$ cat src/rtl/l2_pkg.sv
// Shared L2 definitions: cache geometry, DDR app command codes and burst engine states.
package l2_pkg;

   localparam int unsigned L2_AW = 9;
   localparam int unsigned DW    = 128;

   localparam logic [2:0] APP_CMD_WR = 3'b000;
   localparam logic [2:0] APP_CMD_RD = 3'b001;

   typedef enum logic [1:0] {
      IDLE,
      WRITE,
      READ,
      DONE
   } l2_state_e;

endpackage

$ cat src/rtl/l2_ddr_skid_fifo.sv
// Two-entry skid FIFO holding L2 lines prefetched ahead of DDR write-data acceptance.
module l2_ddr_skid_fifo
   import l2_pkg::*;
#(
   parameter int unsigned W = DW
) (
   input  logic         clk_i,
   input  logic         rst_i,
   input  logic         push_i,
   input  logic [W-1:0] din_i,
   input  logic         pop_i,
   output logic [W-1:0] dout_o,
   output logic         full_o,
   output logic         empty_o,
   output logic [1:0]   count_o
);

   logic [W-1:0] mem_q [2];
   logic         wptr_q;
   logic         rptr_q;
   logic [1:0]   count_q;
   logic [1:0]   count_d;
   logic         do_push;
   logic         do_pop;

   assign empty_o = (count_q == 2'd0);
   assign full_o  = (count_q == 2'd2);
   assign count_o = count_q;
   assign dout_o  = mem_q[rptr_q];

   assign do_pop  = pop_i && !empty_o;
   assign do_push = push_i && (!full_o || do_pop);

   always_comb begin
      count_d = count_q;
      if (do_push && !do_pop) begin
         count_d = count_q + 2'd1;
      end else if (do_pop && !do_push) begin
         count_d = count_q - 2'd1;
      end
   end

   always_ff @(posedge clk_i or posedge rst_i) begin
      if (rst_i) begin
         mem_q[0] <= '0;
         mem_q[1] <= '0;
         wptr_q   <= 1'b0;
         rptr_q   <= 1'b0;
         count_q  <= '0;
      end else begin
         if (do_push) begin
            mem_q[wptr_q] <= din_i;
            wptr_q        <= ~wptr_q;
         end
         if (do_pop) begin
            rptr_q <= ~rptr_q;
         end
         count_q <= count_d;
      end
   end

endmodule

$ cat src/rtl/l2_ddr_burst_engine.sv
// Moves bursts of 128-bit lines between L2 port B and the DDR app interface (flush and fill).
module l2_ddr_burst_engine #(
   parameter int unsigned DDR_AW    = 28,
   parameter int unsigned L2_AW     = l2_pkg::L2_AW,
   parameter int unsigned DW        = l2_pkg::DW,
   parameter int unsigned LEN_W     = 8,
   parameter int unsigned ADDR_STEP = 8,
   parameter int unsigned L2_RD_LAT = 1
) (
   input  logic              clk_166M66,
   input  logic              rst,
   input  logic              i_req_valid,
   output logic              o_req_ready,
   input  logic              i_req_rw,
   input  logic [DDR_AW-1:0] i_req_ddr_addr,
   input  logic [L2_AW-1:0]  i_req_l2_addr,
   input  logic [LEN_W-1:0]  i_req_len,
   output logic              o_busy,
   output logic              o_done,
   output logic              o_l2_en,
   output logic              o_l2_we,
   output logic [L2_AW-1:0]  o_l2_addr,
   output logic [DW-1:0]     o_l2_din,
   input  logic [DW-1:0]     i_l2_dout,
   output logic              o_app_en,
   output logic [2:0]        o_app_cmd,
   output logic [DDR_AW-1:0] o_app_addr,
   input  logic              i_app_rdy,
   output logic              o_app_wdf_wren,
   output logic [DW-1:0]     o_app_wdf_data,
   output logic              o_app_wdf_end,
   input  logic              i_app_wdf_rdy,
   input  logic [DW-1:0]     i_app_rd_data,
   input  logic              i_app_rd_data_valid
);
   import l2_pkg::*;

   l2_state_e            state_q, state_d;
   logic                 rw_q, rw_d;
   logic [LEN_W-1:0]     len_q, len_d;
   logic [LEN_W-1:0]     cmd_cnt_q, cmd_cnt_d;
   logic [LEN_W-1:0]     data_cnt_q, data_cnt_d;
   logic [LEN_W-1:0]     beat_cnt_q, beat_cnt_d;
   logic [DDR_AW-1:0]    ddr_addr_q, ddr_addr_d;
   logic [L2_AW-1:0]     l2_addr_q, l2_addr_d;
   logic [L2_RD_LAT-1:0] rd_pipe_q, rd_pipe_d;
   logic                 l2_wr_q, l2_wr_d;
   logic [L2_AW-1:0]     l2_wr_addr_q, l2_wr_addr_d;
   logic [DW-1:0]        l2_din_q, l2_din_d;

   logic                 active;
   logic                 cmd_acc;
   logic                 data_acc;
   logic                 wren;
   logic                 l2_rd_issue;
   logic [2:0]           inflight;
   logic [2:0]           occupancy;
   logic                 fifo_push;
   logic                 fifo_full;
   logic                 fifo_empty;
   logic [1:0]           fifo_count;
   logic [DW-1:0]        fifo_dout;

   assign active      = (state_q == WRITE) || (state_q == READ);
   assign o_req_ready = (state_q == IDLE);
   assign o_busy      = (state_q != IDLE);
   assign o_done      = (state_q == DONE);

   assign o_app_en   = active && (cmd_cnt_q != len_q);
   assign o_app_cmd  = (o_app_en && rw_q) ? APP_CMD_RD : APP_CMD_WR;
   assign o_app_addr = o_app_en ? ddr_addr_q : '0;
   assign cmd_acc    = o_app_en && i_app_rdy;

   assign wren           = (state_q == WRITE) && !fifo_empty;
   assign o_app_wdf_wren = wren;
   assign o_app_wdf_end  = wren;
   assign o_app_wdf_data = wren ? fifo_dout : '0;
   assign data_acc       = wren && i_app_wdf_rdy;

   always_comb begin
      inflight = '0;
      for (int unsigned i = 0; i < L2_RD_LAT; i++) begin
         inflight = inflight + {2'b00, rd_pipe_q[i]};
      end
   end

   // Reads still in the BRAM pipeline reserve FIFO slots; a pop this cycle frees one.
   assign occupancy   = {1'b0, fifo_count} + inflight;
   assign l2_rd_issue = (state_q == WRITE) && (beat_cnt_q != len_q) &&
                        ((occupancy - {2'b00, data_acc}) < 3'd2);
   assign fifo_push   = rd_pipe_q[L2_RD_LAT-1] && (!fifo_full || data_acc);

   assign o_l2_en   = l2_rd_issue || l2_wr_q;
   assign o_l2_we   = l2_wr_q;
   assign o_l2_addr = l2_wr_q ? l2_wr_addr_q : (l2_rd_issue ? l2_addr_q : '0);
   assign o_l2_din  = l2_din_q;

   l2_ddr_skid_fifo #(
      .W (DW)
   ) u_skid (
      .clk_i   (clk_166M66),
      .rst_i   (rst),
      .push_i  (fifo_push),
      .din_i   (i_l2_dout),
      .pop_i   (data_acc),
      .dout_o  (fifo_dout),
      .full_o  (fifo_full),
      .empty_o (fifo_empty),
      .count_o (fifo_count)
   );

   always_comb begin
      state_d      = state_q;
      rw_d         = rw_q;
      len_d        = len_q;
      cmd_cnt_d    = cmd_cnt_q;
      data_cnt_d   = data_cnt_q;
      beat_cnt_d   = beat_cnt_q;
      ddr_addr_d   = ddr_addr_q;
      l2_addr_d    = l2_addr_q;
      rd_pipe_d    = rd_pipe_q << 1;
      rd_pipe_d[0] = l2_rd_issue;
      l2_wr_d      = 1'b0;
      l2_wr_addr_d = '0;
      l2_din_d     = '0;

      if (cmd_acc) begin
         cmd_cnt_d  = cmd_cnt_q + LEN_W'(1);
         ddr_addr_d = ddr_addr_q + DDR_AW'(ADDR_STEP);
      end
      if (data_acc) begin
         data_cnt_d = data_cnt_q + LEN_W'(1);
      end

      unique case (state_q)
         IDLE: begin
            if (i_req_valid) begin
               rw_d       = i_req_rw;
               len_d      = i_req_len;
               ddr_addr_d = i_req_ddr_addr;
               l2_addr_d  = i_req_l2_addr;
               cmd_cnt_d  = '0;
               data_cnt_d = '0;
               beat_cnt_d = '0;
               if (i_req_len == '0) begin
                  state_d = DONE;
               end else begin
                  state_d = i_req_rw ? READ : WRITE;
               end
            end
         end
         WRITE: begin
            if (l2_rd_issue) begin
               beat_cnt_d = beat_cnt_q + LEN_W'(1);
               l2_addr_d  = l2_addr_q + L2_AW'(1);
            end
            if ((cmd_cnt_d == len_q) && (data_cnt_d == len_q)) begin
               state_d = DONE;
            end
         end
         READ: begin
            if (i_app_rd_data_valid) begin
               beat_cnt_d   = beat_cnt_q + LEN_W'(1);
               l2_wr_d      = 1'b1;
               l2_wr_addr_d = l2_addr_q;
               l2_din_d     = i_app_rd_data;
               l2_addr_d    = l2_addr_q + L2_AW'(1);
            end
            if (beat_cnt_d == len_q) begin
               state_d = DONE;
            end
         end
         DONE: begin
            state_d = IDLE;
         end
         default: begin
            state_d = IDLE;
         end
      endcase
   end

   always_ff @(posedge clk_166M66 or posedge rst) begin
      if (rst) begin
         state_q      <= IDLE;
         rw_q         <= 1'b0;
         len_q        <= '0;
         cmd_cnt_q    <= '0;
         data_cnt_q   <= '0;
         beat_cnt_q   <= '0;
         ddr_addr_q   <= '0;
         l2_addr_q    <= '0;
         rd_pipe_q    <= '0;
         l2_wr_q      <= 1'b0;
         l2_wr_addr_q <= '0;
         l2_din_q     <= '0;
      end else begin
         state_q      <= state_d;
         rw_q         <= rw_d;
         len_q        <= len_d;
         cmd_cnt_q    <= cmd_cnt_d;
         data_cnt_q   <= data_cnt_d;
         beat_cnt_q   <= beat_cnt_d;
         ddr_addr_q   <= ddr_addr_d;
         l2_addr_q    <= l2_addr_d;
         rd_pipe_q    <= rd_pipe_d;
         l2_wr_q      <= l2_wr_d;
         l2_wr_addr_q <= l2_wr_addr_d;
         l2_din_q     <= l2_din_d;
      end
   end

endmodule
$ cat config.mk
export PLATFORM = sky130hd
export DESIGN_NAME = l2_ddr_burst_engine
export DESIGN_NICKNAME = d
export VERILOG_FILES = /design/src/rtl/l2_pkg.sv /design/src/rtl/l2_ddr_skid_fifo.sv /design/src/rtl/l2_ddr_burst_engine.sv
export SDC_FILE = /design/constraint.sdc
export NUM_CORES = 1
export LEC_CHECK = 0
export BUFFER_PORTS_ARGS = -buffer_cell sky130_fd_sc_hd__buf_4
export CELL_PAD_IN_SITES_DETAIL_PLACEMENT = 1
export CELL_PAD_IN_SITES_GLOBAL_PLACEMENT = 1
export CORE_AREA = 5 5 238 240
export CTS_CLUSTER_SIZE = 20
export DETAILED_ROUTE_END_ITERATION = 8
export DIE_AREA = 0 0 243 245
export HOLD_SLACK_MARGIN = 0.12
export PLACE_DENSITY = 0.74
export SYNTH_ARGS = -nofsm -noshare
export SYNTH_HDL_FRONTEND = slang
export SYNTH_SLANG_ARGS = --single-unit
$ cat constraint.sdc
create_clock -name clk_166M66 -period 27.4 [get_ports clk_166M66]
set_input_delay 2.74 -clock clk_166M66 [delete_from_list [all_inputs] [get_ports clk_166M66]]
set_output_delay 2.74 -clock clk_166M66 [all_outputs]
set_load 0.1 [all_outputs]
======== Word-level counts from Yosys, hierarchy flattened ========
Cells that the tools add are included.
word-level totals
  flip-flop bits (word level) ............. 471
  input port bits ......................... 308
  output and inout bits ................... 304
  word-level logic and storage cells ...... 123
cells by class
  $add $sub $neg .......................... 9
  $lt $le $gt $ge ......................... 4
  eq/ne operators ......................... 14
  muxes and demuxes ....................... 43
  bitwise logic cells ..................... 4
  reduce and logical (&&, ||, !) cells .... 32
operators with widths
  operator               number
  $mux 128               7
  $bwmux 256             1
  $demux 128 s1          1
  $mux 28                4
  $mux 8                 10
  $mux 9                 7
  $add 28x4->28 const B  1
  $pmux 9 s3             1
  $add 8x1->8 const B    3
  $eq 8x8->1             3
  $pmux 8 s3             1
  $ne 8x8->1             2
  $logic_and 1x1->1      14
  $mux 2                 7
  $add 9x1->9 const B    1
  $logic_not 8->1        1
  $pmux 2 s4             1
  $eq 2x2->1 const B     3
  $ne 2x2->1 const B     3
  $reduce_and 3->1       2
  $ge 2x2->1 const B     2
  $logic_not 1->1        4
  $logic_not 2->1        2
  $logic_or 1x1->1       4
  other kinds (15)       21

======== Longest topological paths before layout ========
  depth after elaboration ................. 11
  gate-level depth with buffers ........... 17

======== By module ========
Synthesis repeated with hierarchy kept, for this count alone.
second synthesis, totals
  cells, all modules ...................... 1804
  area, all modules ....................... 21835.9 um^2
by module, submodules not included
  module               instances  cells an instance  area an instance (um^2)  seq. area each (um^2)
  l2_ddr_skid_fifo     1          702                11328.4                  6506.2
  l2_ddr_burst_engine  1          1102               10507.6                  5280.1

======== Worst setup path before layout ========
Ideal clock, no wire load.
  path kind ............................... input-to-output
  from .................................... input port i_app_wdf_rdy
  to ...................................... output port o_l2_addr[0]
  arrival ................................. 6.506 ns
  required time ........................... 24.660 ns
  slack ................................... 18.154 ns
  stages .................................. 10
  path through ............................ nand2_4 inv_4 ha_1 nand2b_1 fa_1 nand2_1 nor3_1 clkbuf_1 nand2_1 o21ai_0
between the ends
  cells in the longest elaborated chain, start to end .. 6
ends and longest elaborated chain
  item                 RTL line                   text
  from (decl)          l2_ddr_burst_engine.sv:32  input logic i_app_wdf_rdy,
  $logic_and 1x1->1    l2_ddr_burst_engine.sv:78  assign data_acc = wren && i_app_wdf_rdy;
  $sub 3x1->3          l2_ddr_burst_engine.sv:90  ((occupancy - {2'b00, data_acc}) < 3'd2);
  $lt 3x2->1           l2_ddr_burst_engine.sv:90
  $logic_and 1x1->1    l2_ddr_burst_engine.sv:89  assign l2_rd_issue = (state_q == WRITE) && (beat_cnt_q != len_q) &&
  net l2_rd_issue      l2_ddr_burst_engine.sv:55  logic l2_rd_issue;
  $mux 9 (2 in a row)  l2_ddr_burst_engine.sv:95  assign o_l2_addr = l2_wr_q ? l2_wr_addr_q : (l2_rd_issue ? l2_addr_q : '0);
  to (decl)            l2_ddr_burst_engine.sv:22  output logic [L2_AW-1:0] o_l2_addr,
The timed path passes the listed nets, and every way through them passes these cells.

======== Final worst setup path ========
  from .................................... input port i_app_wdf_rdy
  to ...................................... output port o_l2_addr[3]
between the ends
  cells in the longest elaborated chain, start to end .. 6
ends and longest elaborated chain
  item                 RTL line
  $logic_and 1x1->1    l2_ddr_burst_engine.sv:78
  $sub 3x1->3          l2_ddr_burst_engine.sv:90
  $lt 3x2->1           l2_ddr_burst_engine.sv:90
  $logic_and 1x1->1    l2_ddr_burst_engine.sv:89
  $mux 9 (2 in a row)  l2_ddr_burst_engine.sv:95
Every way passes these cells.

==> impl_metrics.toml <==
[status]
outcome = "finished, final reports clean"

[placement]
hpwlAfterDp_microns = 47800
pre_cts_ws_ns = 19.59
place_area_sq_um = 26000
place_congestion = 0.824
portBuffers = 609

[critical_path]
r2r_slack_ns = 22.88
critPathTopFamily = "buffers and inverters"
ff2ff_path_depth = 17
path_common_cell = "buf_4"
start_kind = "input pin"
reg2reg_from = "state_q[1]$_DFFE_PP0P_"
cp_max_fo = 12
cp_num_buf_inv = 4
reg2reg_to = "l2_addr_q[8]$_DFFE_PP0P_"
endpoint_kind = "output port"
worst_path_max_delay_cell = "fa_1"
worstPathRequired_ns = 24.66
critical_path_class = "in -> out"
cpPeakStageDelay_ns = 0.48
cp.arrival_ns = 5.09
path_cells = "buf_4 > nand2_4 > inv_4 > ha_1 > nand2b_1 > fa_1 > nand2_1 > nor3_1 > buf_4 > nand2_1 > o21ai_0 > buf_4"

[synthesis]
syn_area_per_cell_sq_um = 11.8
synth_edf_count = 0
postSynthCellCount = 1772
async_reset_ff_frac = 1.00
yosys_warnings = 0
synth_area_sq_um = 20900
synthFlopType = "dfrtp_1"
synth.distinct_cells = 56
synth-seq-cells = 471
synth_seq_area_share = 0.564

[sta]
slew_headroom = 0.287
setup_ws_ns = 19.57
clock_skew_ns = 0.0229
setup_tns_ns = 0
rsz0062_at_grt = "no"
setup_viol = 0
worst_pin_slew_ns = 1.07
period_share = 0.286
fmax_ghz = 0.128
post-route-min-period_ns = 7.83
finalHoldViolations = 0
drv_slew = 0

[pwr]
power_density_nw_per_um2 = 137
irDropWorstVdd_mv = 0.0933
p_leak_nw = 14.3

[worst_hold_path]
min_path_cells = 2
min_to = "ddr_addr_q[0]$_DFFE_PP0P_"
min_from = "ddr_addr_q[0]$_DFFE_PP0P_"
hold_class = "reg -> reg"

[detailed_routing]
vias = 15900
route.detailed.drc = 0
first_pass_iters = 4
postRouteAntennaNets = 0
drt_iter0_drc = 594
wl_per_cell_microns = 21.8
routed_wl_microns = 67000
vias_per_cell = 5.15

[cts]
clock-sinks = 471
ctsResizeCount = 0
cts_tree = "yes"
cts_buffers = 53
cts_hold_buffers = 0
cts-root-buf = "clkbuf_16"
post_cts_buffers = 0
h-tree-depth = 2
clk_latency_ns = 0.60
path_clk_slew_ns = 0.06
clock_path_buffers = 3

[global_route]
overflow = 0
grt_pass1_vias = 17700
grt_pass1_wl_microns = 103000
track_usage = 0.219
antenna_found_initial = 8
grt_max_degree = 128

[final_layout]
area_growth_syn_to_layout_pct = 33.3
design_area_sq_um = 27800
n_fill_cell = 5782
drive_above_1_share = 0.419
finalNetCount = 2648

[floorplan]
fp.coreArea_sq_um = 54400
die-width_microns = 243
pin_count = 612
initial_utilization = 0.384
rows = 86
dieArea_sq_um = 59500
die_y_microns = 245

[run]
maxCapViolCount = 0
==> state kept, by name, summed over array words and instances (netlist names) <==
signal	flops
u_skid.wptr_q	1
u_skid.rptr_q	1
u_skid.mem_q	256
data_cnt_q	8
cmd_cnt_q	8
state_q	2
ddr_addr_q	28
l2_addr_q	9
o_l2_din	128
u_skid.count_o	2
beat_cnt_q	8
rd_pipe_q	1
len_q	8
o_l2_we	1
rw_q	1
l2_wr_addr_q	9
==> worst register-to-register path: stages, from the launching register on <==
cell      delay [ns]
dfrtp_1         0.42
inv_1           0.14
ha_1            0.50
o21ai_4         0.13
inv_2           0.12
nand2_4         0.07
inv_4           0.10
ha_1            0.24
nand2b_1        0.15
fa_1            0.48
nand2_1         0.05
nor3_1          0.23
buf_4           0.24
o21ai_1         0.30
nor2_1          0.86
nand3_1         0.14
o21ai_0         0.11
a21oi_1         0.09
==> final cells by class <==
type	count	area, sq um	area share
flip-flops and latches	471	11800	0.423
multi-input cells	1160	8570	0.308
inverters	13	58.8	0.00211
well taps	704	881	0.0316
clock buffers	77	1570	0.0563
repair buffers	628	4710	0.169
diodes	8	20.0	0.000719
clock inverters	17	245	0.00881
==> where the power goes <==
group / internal (mW) / switching (mW)
clock: 0.442 / 0.288
sequential: 0.934 / 0.175
combinational: 0.568 / 1.41
==> worst max-delay path by stage <==
| stage | cells after the start | end | start |
|---|---|---|---|
| 3_5_place_dp | 12 | o_l2_addr[2] | i_app_wdf_rdy |
| 3_3_place_gp | 12 | o_l2_addr[6] | i_app_wdf_rdy |
| 4_1_cts | 12 | o_l2_addr[3] | i_app_wdf_rdy |
| 2_1_floorplan | 1 | beat_cnt_q[0]$_DFFE_PP0P_ | rst |
| 5_1_grt | 12 | o_l2_addr[2] | i_app_wdf_rdy |
| 6_report | 12 | o_l2_addr[3] | i_app_wdf_rdy |
==> cell usage after synthesis (3+ instances only) <==
library cell / number / share of area
dfrtp_1: 471 / 0.56
o2111ai_1: 3 / 0.0013
or3_1: 4 / 0.0012
nor2_1: 167 / 0.030
a211oi_1: 3 / 0.0011
nand2b_1: 9 / 0.0027
a31oi_1: 5 / 0.0015
nand3_1: 27 / 0.0065
nand2_1: 125 / 0.022
buf_2: 9 / 0.0022
o22ai_1: 6 / 0.0018
nand4_1: 11 / 0.0033
nor3_1: 7 / 0.0017
and4_1: 4 / 0.0017
buf_1: 13 / 0.0023
o21ai_0: 62 / 0.015
buf_4: 7 / 0.0025
mux2_2: 257 / 0.14
inv_1: 11 / 0.0020
xnor2_1: 35 / 0.015
and4_4: 3 / 0.0016
nor4_1: 3 / 0.00090
clkbuf_1: 100 / 0.018
ha_1: 12 / 0.0072
nor2b_1: 3 / 0.00090
xor2_1: 38 / 0.016
and2_1: 7 / 0.0021
a21oi_1: 32 / 0.0077
and3_1: 176 / 0.053
mux2i_1: 133 / 0.064
==> cells by family (layout without fill, tap and decap cells) <==
group / Yosys count / count (layout) / synth area share
adder cells (fa/ha/maj): 13 / 13 / 0.00815
AND/OR/NAND/NOR: 556 / 556 / 0.132
other: 1 / 10 / 0.000180
XOR/XNOR: 73 / 73 / 0.0306
multiplexers: 390 / 390 / 0.202
AO/OA/AOI/OAI: 126 / 126 / 0.0349
buffers and inverters: 142 / 735 / 0.0274
flip-flops: 471 / 471 / 0.564
==> cell usage in the layout, fill, tap and decap left out, types with 3 or more instances in the layout <==
cell | netlist | final
mux2i_1 | 133 | 133
o2111ai_1 | 3 | 3
clkbuf_8 | 0 | 15
mux2_2 | 257 | 257
and2_1 | 7 | 6
nor4_1 | 3 | 3
a31oi_1 | 5 | 5
ha_1 | 12 | 11
and3_1 | 176 | 176
nor3_1 | 7 | 7
dfrtp_1 | 471 | 470
nor2_1 | 167 | 167
and4_4 | 3 | 3
a21oi_1 | 32 | 32
or3_1 | 4 | 4
nand4_1 | 11 | 11
clkbuf_16 | 0 | 53
nand3_1 | 27 | 27
o21ai_0 | 62 | 62
nand2_1 | 125 | 124
and4_1 | 4 | 4
xnor2_1 | 35 | 35
clkinv_2 | 0 | 6
clkbuf_1 | 100 | 9
nand2b_1 | 9 | 9
xor2_1 | 38 | 38
buf_4 | 7 | 628
inv_1 | 11 | 10
bufinv_16 | 0 | 5
a211oi_1 | 3 | 3
o22ai_1 | 6 | 6
diode_2 | 0 | 8
==> metrics by stage <==
stage               instances  power, mW  utilization  hold WS [ns]
floorplan                1773       2.63            -         0.438
global placement         2976       3.05        0.478         0.453
detailed placement       2976       3.10        0.478         0.461
CTS                      3070       3.85        0.511         0.476
global route             3078       4.01        0.511         0.493
finish                   3078       3.81        0.511         0.473
==> layer usage <==
metal	track usage	vias to the layer above	part of all wire
met2	0.384	461	0.51
li1	-	7217	-
met5	0	-	0
met4	0.0821	0	0.035
met3	0.0623	112	0.065
met1	0.257	8073	0.39
Note: power is estimated with default switching activity, not from simulation.
